$ cat config.mk
export PLATFORM = sky130hd
export DESIGN_NAME = reg_alu_sequencer_flat
export DESIGN_NICKNAME = d
export VERILOG_FILES = /design/src/rtl/reg_seq_pkg.sv /design/src/rtl/reg_alu_sequencer_if.sv /design/src/rtl/reg_seq_alu.sv /design/src/rtl/reg_alu_sequencer.sv /design/src/flat_wrapper.sv
export SDC_FILE = /design/constraint.sdc
export NUM_CORES = 1
export LEC_CHECK = 0
export CAP_MARGIN = 20
export CORE_MARGIN = 2
export CORE_UTILIZATION = 45
export DETAILED_ROUTE_END_ITERATION = 7
export PLACE_DENSITY = 0.68
export SLEW_MARGIN = 10
export SYNTH_ARGS = -nofsm -noshare
export SYNTH_HDL_FRONTEND = slang
export SYNTH_HIERARCHICAL = 1
export SYNTH_SLANG_ARGS = --single-unit
$ cat constraint.sdc
create_clock -name clock -period 7.7 [get_ports clock]
set_input_delay 0.77 -clock clock [delete_from_list [all_inputs] [get_ports clock]]
set_output_delay 0.77 -clock clock [all_outputs]
set_load 0.1 [all_outputs]
$ cat src/rtl/reg_seq_pkg.sv
// Shared opcode/state encodings and default widths for the register ALU sequencer.
// Pure constants and types; no logic, no latency.
package reg_seq_pkg;

    localparam int DATA_W_DEF = 8;
    localparam int ADDR_W_DEF = 4;

    typedef logic [2:0] opcode_t;
    typedef logic [2:0] state_t;

    localparam opcode_t OP_ADD  = 3'b000;
    localparam opcode_t OP_SUB  = 3'b001;
    localparam opcode_t OP_AND  = 3'b010;
    localparam opcode_t OP_OR   = 3'b011;
    localparam opcode_t OP_XOR  = 3'b100;
    localparam opcode_t OP_NOT  = 3'b101;
    localparam opcode_t OP_SHL  = 3'b110;
    localparam opcode_t OP_PASS = 3'b111;

    localparam state_t S_IDLE = 3'd0;
    localparam state_t S_RD_A = 3'd1;
    localparam state_t S_RD_B = 3'd2;
    localparam state_t S_EXEC = 3'd3;
    localparam state_t S_WB   = 3'd4;
    localparam state_t S_DONE = 3'd5;

endpackage

$ cat src/rtl/reg_alu_sequencer_if.sv
// Instruction request, register-unit port and status bundle of the sequencer.
// slave = the sequencer itself; master = requester plus register unit side.
interface reg_alu_sequencer_if #(
    parameter int DATA_W = reg_seq_pkg::DATA_W_DEF,
    parameter int ADDR_W = reg_seq_pkg::ADDR_W_DEF
);
    logic              start;
    logic [2:0]        opcode;
    logic [ADDR_W-1:0] src_a;
    logic [ADDR_W-1:0] src_b;
    logic [ADDR_W-1:0] dst;
    logic [ADDR_W-1:0] rf_addr;
    logic              rf_load;
    logic [DATA_W-1:0] rf_wdata;
    logic [DATA_W-1:0] rf_rdata;
    logic              busy;
    logic              done;
    logic [DATA_W-1:0] result;
    logic              carry;
    logic              zero;

    modport slave (
        input  start, opcode, src_a, src_b, dst, rf_rdata,
        output rf_addr, rf_load, rf_wdata, busy, done, result, carry, zero
    );

    modport master (
        output start, opcode, src_a, src_b, dst, rf_rdata,
        input  rf_addr, rf_load, rf_wdata, busy, done, result, carry, zero
    );
endinterface

$ cat src/rtl/reg_seq_alu.sv
// Combinational 8-op ALU producing result, carry/borrow and zero flag.
// Zero latency; no handshake, the caller registers the outputs.
module reg_seq_alu
    import reg_seq_pkg::*;
#(
    parameter int DATA_W = DATA_W_DEF
) (
    input  opcode_t           opcode,
    input  logic [DATA_W-1:0] a,
    input  logic [DATA_W-1:0] b,
    output logic [DATA_W-1:0] result,
    output logic              carry,
    output logic              zero
);

    logic [DATA_W:0] sum;
    logic [DATA_W:0] diff;

    // The extra top bit is the carry-out for ADD and the borrow for SUB.
    assign sum  = {1'b0, a} + {1'b0, b};
    assign diff = {1'b0, a} - {1'b0, b};

    always_comb begin
        result = '0;
        carry  = 1'b0;
        case (opcode)
            OP_ADD: begin
                result = sum[DATA_W-1:0];
                carry  = sum[DATA_W];
            end
            OP_SUB: begin
                result = diff[DATA_W-1:0];
                carry  = diff[DATA_W];
            end
            OP_AND:  result = a & b;
            OP_OR:   result = a | b;
            OP_XOR:  result = a ^ b;
            OP_NOT:  result = ~a;
            OP_SHL: begin
                result = {a[DATA_W-2:0], 1'b0};
                carry  = a[DATA_W-1];
            end
            default: result = a;
        endcase
    end

    assign zero = (result == '0);

endmodule

$ cat src/rtl/reg_alu_sequencer.sv
// Reads A then B through the register unit, runs the ALU, writes back; REG_SEQ_OPERAND_SKIP_EN skips RD_B for unary/same-register ops.
// start->done takes 2*(RD_LAT+1)+3 cycles; no backpressure, start is ignored outside IDLE.
module reg_alu_sequencer
    import reg_seq_pkg::*;
#(
    parameter int DATA_W = DATA_W_DEF,
    parameter int ADDR_W = ADDR_W_DEF,
    parameter int RD_LAT = 1
) (
    input  logic                clock,
    input  logic                reset,
    reg_alu_sequencer_if.slave  bus
);

    localparam int             CNT_W    = $clog2(RD_LAT + 2);
    localparam logic [CNT_W-1:0] CNT_LAST = CNT_W'(RD_LAT);

    state_t            state;
    state_t            state_nxt;
    logic [CNT_W-1:0]  cnt;
    logic              last;
    logic              skip;
    opcode_t           op_q;
    logic [ADDR_W-1:0] sa_q;
    logic [ADDR_W-1:0] sb_q;
    logic [ADDR_W-1:0] d_q;
    logic [DATA_W-1:0] opa;
    logic [DATA_W-1:0] opb;
    logic [DATA_W-1:0] res_q;
    logic              carry_q;
    logic              zero_q;
    logic [DATA_W-1:0] alu_res;
    logic              alu_c;
    logic              alu_z;

    assign last = (cnt == CNT_LAST);

`ifdef REG_SEQ_OPERAND_SKIP_EN
    assign skip = (sa_q == sb_q) || (op_q == OP_NOT) || (op_q == OP_SHL) || (op_q == OP_PASS);
`else
    assign skip = 1'b0;
`endif

    reg_seq_alu #(.DATA_W(DATA_W)) u_alu (
        .opcode (op_q),
        .a      (opa),
        .b      (opb),
        .result (alu_res),
        .carry  (alu_c),
        .zero   (alu_z)
    );

    always_ff @(posedge clock) begin
        if (!reset) begin
            state <= S_IDLE;
        end else begin
            state <= state_nxt;
        end
    end

    always_comb begin
        state_nxt = state;
        case (state)
            S_IDLE: if (bus.start) state_nxt = S_RD_A;
            S_RD_A: if (last)      state_nxt = skip ? S_EXEC : S_RD_B;
            S_RD_B: if (last)      state_nxt = S_EXEC;
            S_EXEC:                state_nxt = S_WB;
            S_WB:                  state_nxt = S_DONE;
            default:               state_nxt = S_IDLE;
        endcase
    end

    // Read counter restarts at every read phase so each operand gets RD_LAT+1 cycles.
    always_ff @(posedge clock) begin
        if (!reset) begin
            cnt     <= '0;
            op_q    <= '0;
            sa_q    <= '0;
            sb_q    <= '0;
            d_q     <= '0;
            opa     <= '0;
            opb     <= '0;
            res_q   <= '0;
            carry_q <= 1'b0;
            zero_q  <= 1'b0;
        end else begin
            if ((state == S_RD_A || state == S_RD_B) && !last) begin
                cnt <= cnt + 1'b1;
            end else begin
                cnt <= '0;
            end
            if (state == S_IDLE && bus.start) begin
                op_q <= bus.opcode;
                sa_q <= bus.src_a;
                sb_q <= bus.src_b;
                d_q  <= bus.dst;
            end
            if (state == S_RD_A && last) begin
                opa <= bus.rf_rdata;
                if (skip) begin
                    opb <= bus.rf_rdata;
                end
            end
            if (state == S_RD_B && last) begin
                opb <= bus.rf_rdata;
            end
            if (state == S_EXEC) begin
                res_q   <= alu_res;
                carry_q <= alu_c;
                zero_q  <= alu_z;
            end
        end
    end

    // Write-back is gated by reset so an abort in WB never reaches the register unit.
    always_comb begin
        bus.rf_addr  = '0;
        bus.rf_load  = 1'b0;
        bus.rf_wdata = '0;
        bus.busy     = 1'b0;
        bus.done     = 1'b0;
        case (state)
            S_RD_A: begin
                bus.rf_addr = sa_q;
                bus.busy    = 1'b1;
            end
            S_RD_B: begin
                bus.rf_addr = sb_q;
                bus.busy    = 1'b1;
            end
            S_EXEC: bus.busy = 1'b1;
            S_WB: begin
                bus.rf_addr  = d_q;
                bus.rf_wdata = res_q;
                bus.rf_load  = reset;
                bus.busy     = 1'b1;
            end
            S_DONE: bus.done = 1'b1;
            default: ;
        endcase
    end

    assign bus.result = res_q;
    assign bus.carry  = carry_q;
    assign bus.zero   = zero_q;

endmodule
$ cat src/flat_wrapper.sv
// flat-port wrapper written by rule: the top's interface ports become plain ports
module reg_alu_sequencer_flat import reg_seq_pkg::*;
#(
    parameter int DATA_W = DATA_W_DEF,
    parameter int ADDR_W = ADDR_W_DEF,
    parameter int RD_LAT = 1
)
  (clock, reset, bus_start, bus_opcode, bus_src_a, bus_src_b, bus_dst, bus_rf_rdata, bus_rf_addr, bus_rf_load, bus_rf_wdata, bus_busy, bus_done, bus_result, bus_carry, bus_zero);
  reg_alu_sequencer_if #(.DATA_W(DATA_W), .ADDR_W(ADDR_W)) bus_i ();
  input  logic clock;
  input  logic reset;
  input wire logic [$bits(bus_i.start)-1:0] bus_start;
  input wire logic [$bits(bus_i.opcode)-1:0] bus_opcode;
  input wire logic [$bits(bus_i.src_a)-1:0] bus_src_a;
  input wire logic [$bits(bus_i.src_b)-1:0] bus_src_b;
  input wire logic [$bits(bus_i.dst)-1:0] bus_dst;
  input wire logic [$bits(bus_i.rf_rdata)-1:0] bus_rf_rdata;
  output wire logic [$bits(bus_i.rf_addr)-1:0] bus_rf_addr;
  output wire logic [$bits(bus_i.rf_load)-1:0] bus_rf_load;
  output wire logic [$bits(bus_i.rf_wdata)-1:0] bus_rf_wdata;
  output wire logic [$bits(bus_i.busy)-1:0] bus_busy;
  output wire logic [$bits(bus_i.done)-1:0] bus_done;
  output wire logic [$bits(bus_i.result)-1:0] bus_result;
  output wire logic [$bits(bus_i.carry)-1:0] bus_carry;
  output wire logic [$bits(bus_i.zero)-1:0] bus_zero;
  assign bus_i.start = bus_start;
  assign bus_i.opcode = bus_opcode;
  assign bus_i.src_a = bus_src_a;
  assign bus_i.src_b = bus_src_b;
  assign bus_i.dst = bus_dst;
  assign bus_i.rf_rdata = bus_rf_rdata;
  assign bus_rf_addr = bus_i.rf_addr;
  assign bus_rf_load = bus_i.rf_load;
  assign bus_rf_wdata = bus_i.rf_wdata;
  assign bus_busy = bus_i.busy;
  assign bus_done = bus_i.done;
  assign bus_result = bus_i.result;
  assign bus_carry = bus_i.carry;
  assign bus_zero = bus_i.zero;
  reg_alu_sequencer #(.DATA_W(DATA_W), .ADDR_W(ADDR_W), .RD_LAT(RD_LAT)) u_core (.clock(clock), .reset(reset), .bus(bus_i));
endmodule
Word level (Yosys, flattened, before mapping)
Index checks and enable logic that the tools add are counted.
W data, S select, Z words.
- register bits: 46
- input port bits: 26
- output and inout port bits: 25
- logic and storage cells: 56
- add/sub/neg operators: 3
- eq/ne operators: 15
- multiplexer cells: 11
- bitwise logic cells: 4
- reduce and logical (&&, ||, !) cells: 12
- operator list (cell ; number):
    $pmux W8 S7 ; 1
    $eq A3 B3 Y1 const B ; 5
    $pmux W3 S5 ; 1
    $eq A3 B2 Y1 const B ; 4
    $pmux W4 S3 ; 1
    $add A8 B8 Y9 ; 1
    $mux W3 ; 3
    $sub A8 B8 Y9 ; 1
    $and A8 B8 Y8 ; 1
    $logic_not A8 Y1 ; 1
    $mux W8 ; 1
    $not A8 Y8 ; 1
    $or A8 B8 Y8 ; 1
    $xor A8 B8 Y8 ; 1
    $eq A3 B1 Y1 const B ; 2
    $logic_not A3 Y1 ; 2
    $logic_and A1 B1 Y1 ; 4
    $ne A2 B1 Y1 const B ; 2
    $reduce_or A4 Y1 ; 1
    $mux W1 ; 3
    $pmux W1 S3 ; 1
    $reduce_and A3 Y1 ; 1
    $add A2 B1 Y2 const B ; 1
    $eq A2 B1 Y1 const B ; 1
    other kinds (4) ; 4

Depth between registers and ports, before layout
- depth in word-level cells: 4
- mapped depth: 12
- mapped depth without buffers: 12

Hierarchy
Netlist, hierarchy kept.
- by module, submodules not included (module ; times used ; cells each ; area each (µm²) ; seq. area each (µm²)):
    reg_alu_sequencer ; 1 ; 199 ; 1950.6 ; 920.9
    reg_seq_alu ; 1 ; 213 ; 1514.0 ; 0.0

Least setup slack after synthesis
OpenSTA, ideal clock, no wires.
- path type: register to output
- start: register u_core.state[0]
- end: output port bus_rf_addr[0]
- data arrival time: 2.366 ns
- data required time: 6.930 ns
- slack: 4.564 ns
- cell stages (with the launch flop): 4
- path buffers: 0
- cells stage by stage: dfxtp_1 nor2b_1 a22oi_1 o2bb2ai_1
- longest elaborated chain between the ends: 2
- elaborated cells on any way between the ends: 4
- classes of those cells: eq/ne: 3; mux: 1
- ends and longest elaborated chain (what ; RTL line ; source):
    from (decl) ; reg_alu_sequencer.sv:18 ; state_t state;
    from (signal assigned) ; reg_alu_sequencer.sv:57 ; state <= state_nxt;
    $eq A3 B3 Y1 (tied with other cells) ; reg_alu_sequencer.sv:122 ; case (state)
    $pmux W4 S3 * ; reg_alu_sequencer.sv:122 ;
    to (decl) ; flat_wrapper.sv:18 ; output wire logic [$bits(bus_i.rf_addr)-1:0] bus_rf_addr;
Every way passes the cells marked *; elsewhere a longest branch is shown, timed or not.

Final worst setup path
- start: input port reset
- end: output port bus_rf_load
- longest elaborated chain between the ends: 1
- ends and longest elaborated chain (what ; RTL line ; source):
    from (decl) ; flat_wrapper.sv:11 ; input logic reset;
    $mux W1 ; reg_alu_sequencer.sv:122 ;
    to (decl) ; flat_wrapper.sv:19 ; output wire logic [$bits(bus_i.rf_load)-1:0] bus_rf_load;
No other way between the ends.

==> flow_summary.yaml <==
sta:
  fmax_ghz: 0.272
  setup_slack_ns: 4.03
  finalCritPeriodShare_pct: 47.7
  holdWs_ns: 0.449
  slew_violations: 0
  hold_viol: 0
  rsz0062_at_grt: "false"
  fin_crit_ns: 3.67
  setup_viol: 0
  fin_setup_tns_ns: 0
  slew_headroom_pct: 34.1
  fin_worst_skew_ns: 0.00588
  worstMarginPinSlew_ns: 0.985
critical_path:
  worstSetupStartpointType: "input pin"
  critPathMostFrequentCell: "clkdlybuf4s50_1"
  crit_fanout: 45
  timing.rr.end: "u_core/bus.zero$_SDFFE_PN0N_"
  rrSetupSlack_ns: 4.55
  timing.rr.start: "u_core/opa[0]$_SDFFE_PN0P_"
  path_class: "in2out"
  rr_worst_depth: 11
  cp.arrival_ns: 2.90
  end_kind: "primary output"
  crit_path_max_incr_delay_ns: 1.13
  worstPathRequired_ns: 6.93
  critical_path.cell_chain: "clkdlybuf4s50_1, buf_4, and3_1, clkdlybuf4s50_1"
  crit_slowest_cell: "clkdlybuf4s50_1"
cts:
  clock_sinks: 46
  numCtsBuffers: 5
  cts_setup_buffers: 0
  postCtsHoldBufs: 0
  cts_tree: "yes"
  postCtsResizedCells: 0
  cts_buffer_depth: 2
  cts_root_buf: "clkbuf_8"
  clk_pin_slew_ns: 0.09
  clk_latency_ns: 0.30
  h-tree-depth: 2
drt:
  dr.first_iter.drc_count: 193
  ant_nets: 0
  wl_per_cell_um: 14.9
  routed-via-count: 3042
  via_per_inst: 5.56
  drt-pass1-iter-count: 5
  drcViolationCount: 0
  routed_wl_um: 8130
finish:
  diodes: 0
  finish.utilization_pct: 55.4
  num-fill-cells: 691
  layout.cells.non_filler: 547
  syn_to_final_growth_pct: 17.8
  final_common_cell: "clkdlybuf4s50_1"
  layout-drive-gt1-share_pct: 4.91
  layout_common_cells: "50 x clkdlybuf4s50_1, 46 x dfxtp_1, 43 x nand2_1"
  final_nets: 501
  stdcell_area_mm2: 0.00408
  ff_latch_area_um2: 921
  multi_input_area_mm2: 0.00232
flow_run:
  drv_cap: 0
die:
  die_area_mm2: 0.00842
  start_util_pct: 47.0
  fp.dieW_um: 91.7
  placeableCoreArea_mm2: 0.00737
  rows: 31
  io_pins: 51
  die_h_um: 91.7
synth:
  yosysWarnings: 6
  synth.top_cells.by_area: "dfxtp_1 27%, ha_1 9.4%, mux2i_1 8.1%"
  seq_area_frac_synth_pct: 26.6
  ys.flop_type: "dfxtp_1"
  synth_top_area_cell: "dfxtp_1"
  synth-edff-count: 0
  ys_types: 63
  synthCells: 412
  synth_nets: 466
  syn-cell-area_mm2: 0.00346
  synth_top_area_share_pct: 26.6
  async_reset_ff_share_pct: 0
  avgSynthCellArea_um2: 8.41
  synth-seq-cells: 46
global_route:
  grt_util_all_layers_pct: 19.7
  grt_overflow: 0
  grt_pass1_wl_um: 13800
  grt_pass1_vias: 2948
  grt_antenna_before_repair: 0
  grt_max_degree: 46
run_status:
  status: "finished clean"
placement:
  dpl_cell_area_mm2: 0.00399
  post-dp-hpwl_um: 5900
  gp_congestion: 0.913
  port_buffers: 50
  post-place-ws_ns: 4.01
  dp_cells: 539
hold_path:
  worst_hold_path.endpoint: "u_core/cnt[0]$_SDFF_PN0_"
  worstHoldPathCells: 1
  hp-start: "u_core/cnt[0]$_SDFF_PN0_"
  hold_class: "reg2reg"
power_and_ir_drop:
  max-vdd-ir-drop_mv: 0.0948
  leakage_nw: 1.59
  p_per_area_mw_per_mm2: 127
  power_mw: 0.518
-- registers in the layout, indices dropped and copies added, names as in the netlist --
name               flops
u_core/op_q            3
u_core/d_q             4
u_core/bus.zero        1
u_core/cnt             2
u_core/state           3
u_core/bus.result      8
u_core/sa_q            4
u_core/bus.carry       1
u_core/opb             8
u_core/opa             8
u_core/sb_q            4
-- per-layer routing --
layer  vias to the layer above  GRT usage, %  part of all wire [%]  wire, um
met5                         -             0                     0         0
met4                         0          5.10                   1.3       106
met3                        10          3.37                   4.8       392
met2                        87          33.6                    48      3930
met1                      1411          25.7                    46      3700
li1                       1534             -                     -         -
-- report_power, final --
part	internal [mW]	leakage [nW]	switching, mW	total, mW
Clock	0.0743	0.0489	0.0836	0.158
Combinational	0.0453	1.17	0.0626	0.108
Sequential	0.245	0.373	0.00671	0.252
Total	0.365	1.59	0.153	0.518
-- worst max-delay path, delay by kind of cell --
kind | cells | cell delay (ns)
buf+inv | 3 | 1.91
simple gates | 1 | 0.21
-- layout make-up --
cell class | count | share of cell area [%]
tap | 99 | 3.04
clock inverter | 1 | 0.215
sequential | 46 | 22.6
timing repair buffer | 55 | 13.2
inverter | 23 | 2.12
multi-input combinational | 316 | 56.8
clock buffer | 7 | 2.12
-- synthesized netlist by cell type, types with 3 or more instances --
cell and instances:
a211oi_1 6, a21boi_0 9, a21boi_1 10, a21o_1 8, a21oi_1 14, a22oi_1 4
and2_1 4, and3_1 10, buf_2 13, buf_6 3, clkbuf_1 9, dfxtp_1 46
ha_1 26, inv_1 22, mux2i_1 28, nand2_1 43, nand2b_1 9, nand3_1 6
nor2_1 22, nor2b_1 37, nor3_1 7, nor3b_1 3, nor4_1 3, o21ai_0 5
o22ai_1 3, o2bb2ai_1 6, o311ai_0 5, o31a_1 3, xnor2_1 3
-- cell families after synthesis --
| group | share of synthesized area [%] |
|---|---|
| AND/OR/NAND/NOR | 24.9 |
| adder cells (fa/ha/maj) | 10.5 |
| XOR/XNOR | 1.01 |
| buffers and inverters | 6.75 |
| AO/OA/AOI/OAI | 20.4 |
| flip-flops | 26.6 |
| multiplexers | 9.82 |
-- how the worst max path moves through the flow --
stage	slack [ns]	start	end	depth (start not counted)
after CTS	4.01	reset	bus_rf_load	4
after detailed placement	4.01	reset	bus_rf_load	4
final	4.03	reset	bus_rf_load	4
after global placement	4.01	reset	bus_rf_load	4
after global routing	3.87	u_core/state[1]$_SDFFE_PN0P_	bus_rf_addr[0]	4
after floorplan	4.56	u_core/state[0]$_SDFFE_PN0P_	bus_rf_addr[0]	3
No activity file was read; power rests on OpenSTA's default activity.
==> RTL change 1: new RTL, same flow settings <==
`DATA_W_DEF`: 8 -> 6.
--- a/src/rtl/reg_seq_pkg.sv
+++ b/src/rtl/reg_seq_pkg.sv
@@ -4,3 +4,3 @@
 
-    localparam int DATA_W_DEF = 8;
+    localparam int DATA_W_DEF = 6;
     localparam int ADDR_W_DEF = 4;
Interface: changed (resized bus_result, bus_rf_rdata and bus_rf_wdata); port bits go from 51 to 45. No check against the original RTL was run, so the function may have changed too.
==> RTL change 1 against the original RTL <==
- combinational power shrank 22%
- via count shrank 22%
- worst setup slack lost 2.0 ps
- sequential cell count shrank 6
- fmax is essentially flat
- final area shrank 17%
- total power shrank 4.2%
- area after synthesis shrank 19%
- wire length shrank 25%
- final cell count shrank 19%
- critical path type unchanged
- largest cell class unchanged
- largest power group unchanged
- highest routed layer unchanged
==> RTL change 1: results (changes against the original RTL) <==
metric,value,unit,change
outcome,"complete, no violations",,
maximum vdd drop,0.0000971,V,+2.4%
cells after synthesis,335,,-19%
Die X,83.2,µm,-9.4%
share of post-route cells with drive strength above 1,0.0710,,+0.0219
grt met2 use,0.295,,-0.0403
Signal buffers,46,,-16%
vias in the first global route,2231,,-24%
Signal buf overhead,0.135,,+0.00320
LEAKAGE,1.31,nW,-18%
pre-CTS WS,4020,ps,+6.46 ps
GP Congestion,0.813,,-11%
DP Wirelength,4550,µm,-23%
Logic inverters,18,,-22%
Worst slew margin,0.348,,+0.00717
"Core Util, Final",0.563,,+0.00921
metal3 WL,264,µm,-33%
post-DR wirelength/cell,13.8,µm,-6.9%
DR vias/cell,5.40,,-2.8%
synth top area cells,"dfxtp_1, ha_1, mux2i_1",,
crit path max fanout,46,,+2.2%
Min Hold Slack,424,ps,-25.1 ps
multi-input logic area,1830,µm²,-21%
PortBufs,44,,-12%
"Cell Area, Placed",3250,µm²,-19%
R2R Path Start,u_core/op_q[1],,
most frequent cells after synthesis,"nand2_1, dfxtp_1, nor2b_1, ha_1, mux2i_1",,
DRT iter0 DRCs,87,,-55%
Syn Nets,380,,-18%
clk sinks,40,,-13%
-- RTL change 1: cell count changes in the layout (fill, tap and decap cells not counted), moves of 5 or more --
cell,unedited run,this run
nor2b_1,37,22
o21ai_0,5,17
nor2_1,22,11
mux2i_1,28,18
a21oi_1,14,7
ha_1,26,19
clkdlybuf4s50_1,50,44
dfxtp_1,46,40
a211oi_1,6,1
inv_1,22,17
nand3_1,6,11
-- RTL change 1: final timing paths --
kind                endpoint  depth (start not counted)
max              bus_rf_load                          4
min            u_core/cnt[0]                          1
max reg2reg  u_core/bus.zero                          8
min reg2reg    u_core/cnt[0]                          1
-- RTL change 1: power by group through the flow --
stage	sequential (mW)	clock, mW	combinational [mW]
finish	0.228	0.184	0.0844
global route	0.229	0.198	0.0928
CTS	0.228	0.189	0.0847
detailed placement	0.233	0	0.0844
global placement	0.232	0	0.0835
floorplan	0.224	0	0.0681
==> RTL change 2: new RTL, config.mk and constraints unchanged <==
Without the edit above. Make the reset (`reset`) asynchronous in 2 clocked blocks.
--- a/src/rtl/reg_alu_sequencer.sv
+++ b/src/rtl/reg_alu_sequencer.sv
@@ -52,3 +52,3 @@
 
-    always_ff @(posedge clock) begin
+    always_ff @(posedge clock or negedge reset) begin
         if (!reset) begin
@@ -73,3 +73,3 @@
     // Read counter restarts at every read phase so each operand gets RD_LAT+1 cycles.
-    always_ff @(posedge clock) begin
+    always_ff @(posedge clock or negedge reset) begin
         if (!reset) begin
Formal check against the unedited RTL: differs if reset is asserted again (counterexample within 4 cycles, from zero or initial values and one cycle with reset low); with reset held inactive, the same outputs for 10 cycles.
==> RTL change 2 against the original RTL <==
- sequential share of layout area up 5.1 points
- first-iteration DRC count up 26%
- final area up 2.1%
- worst setup slack worse by 200 ps
- highest routed layer unchanged
- wire length up 2.4%
- final cell count down 10%
- sequential cell count unchanged
- area after synthesis up 1.8%
- count of clock-buffer cells in the layout down 1
Power is left out: the tool's default activity adds up to more than one toggle a clock period on the data nets, which glitch-free logic cannot reach.
==> RTL change 2: results (changes against the original RTL) <==
metric,value,unit,change
outcome,"complete, no violations",,
DP Wirelength,6000,µm,+1.6%
DRT Pass-1 Iters,4,,-1
Worst setup SP type,flop,,
first-pass GRT wire length,14200,µm,+2.9%
Syn Nets,405,,-13%
"Async S/R FF share, synth",1.00,,+1.00
Fill cells,671,,-2.9%
skew final,10.1,ps,+4.24 ps
pin count of the biggest net entering global routing,48,,+4.3%
final net count,443,,-12%
synth top area cells,"dfrtp_1, mux2_2, ha_1",,
clock slew at reported path FFs,90,ps,about the same
worst slew pin tran,1040,ps,+54.5 ps
"Avg Cell Area, Syn",10.0,µm²,+19%
Worst EP arrival,3100,ps,+200 ps
DR vias/cell,5.67,,+2.0%
post-DR wirelength/cell,16.9,µm,+14%
share of post-route cells with drive strength above 1,0.172,,+0.123
DRT iter0 DRCs,244,,+26%
number of diodes,0,,unchanged
post-cts resize count,0,,unchanged
crit path max fanout,16,,-64%
most frequent cells after synthesis,"dfrtp_1, mux2_2, ha_1, inv_1, nor2_1",,
Root Buffer,clkbuf_8,,
Total GRT Usage,0.206,,+0.00926
Placed Instances,484,,-10%
detailed-route via count,2791,,-8.3%
total setup buffers inserted after CTS,0,,unchanged
post-synthesis sequential area ratio,0.326,,+0.0607
GP Congestion,0.911,,-0.25%
[RTL change 2: changes by cell type after synthesis, moves of 26 or more]
cell | unedited run | this run
mux2_2 | 2 | 43
nand2_1 | 43 | 12
dfxtp_1 | 46 | 0
nor2b_1 | 37 | 9
mux2i_1 | 28 | 2
dfrtp_1 | 0 | 46
[RTL change 2: stage by stage]
| step | worst slack (ps) | area [µm²] | utilization | hold slack [ps] |
|---|---|---|---|---|
| 6_report | 3830 | 4170 | 0.545 | 450 |
| 2_1_floorplan | 4610 | 3530 | - | 416 |
| 3_5_place_dp | 4140 | 4060 | 0.530 | 435 |
| 3_3_place_gp | 4190 | 4060 | 0.530 | 429 |
| 5_1_grt | 3680 | 4170 | 0.545 | 479 |
| 4_1_cts | 3840 | 4170 | 0.545 | 451 |
[RTL change 2: layer usage]
| metal | track usage | wire length (µm) | vias to the layer above |
|---|---|---|---|
| met5 | 0 | 0 | - |
| met4 | 0.0522 | 78 | 0 |
| met3 | 0.0309 | 390 | 6 |
| met2 | 0.314 | 3760 | 82 |
| met1 | 0.306 | 4100 | 1343 |
| li1 | - | - | 1360 |
[RTL change 2: logic make-up after synthesis]
| group | share of synthesized area |
|---|---|
| simple gates | 0.182 |
| compound gates | 0.160 |
| mux | 0.154 |
| buf+inv | 0.0614 |
| flops | 0.326 |
| fa+ha+maj | 0.104 |
| xor+xnor | 0.0124 |
[RTL change 2: cell type report]
class                      count  area share
clock buffer                   6      0.0174
clock inverter                 2     0.00901
inverter                      23      0.0207
multi-input combinational    259       0.520
sequential                    46       0.276
tap                          102      0.0306
timing repair buffer          54       0.126
[RTL change 2: final timing paths]
kind	startpoint	endpoint	slack, ps	cells past startpoint
max in group asynchronous	reset	u_core/d_q[1]	6750	2
min	u_core/cnt[0]	u_core/cnt[0]	450	1
max reg2reg	u_core/opa[0]	u_core/bus.zero	4260	11
min in group asynchronous	reset	u_core/opb[7]	540	2
min reg2reg	u_core/cnt[0]	u_core/cnt[0]	450	1
max	u_core/state[0]	bus_rf_addr[0]	3830	3
[RTL change 2: critical path: stages, from the launching register on]
cell	delay (ps)
dfrtp_1	580
nor2_1	820
a221o_1	270
clkdlybuf4s50_1	1140
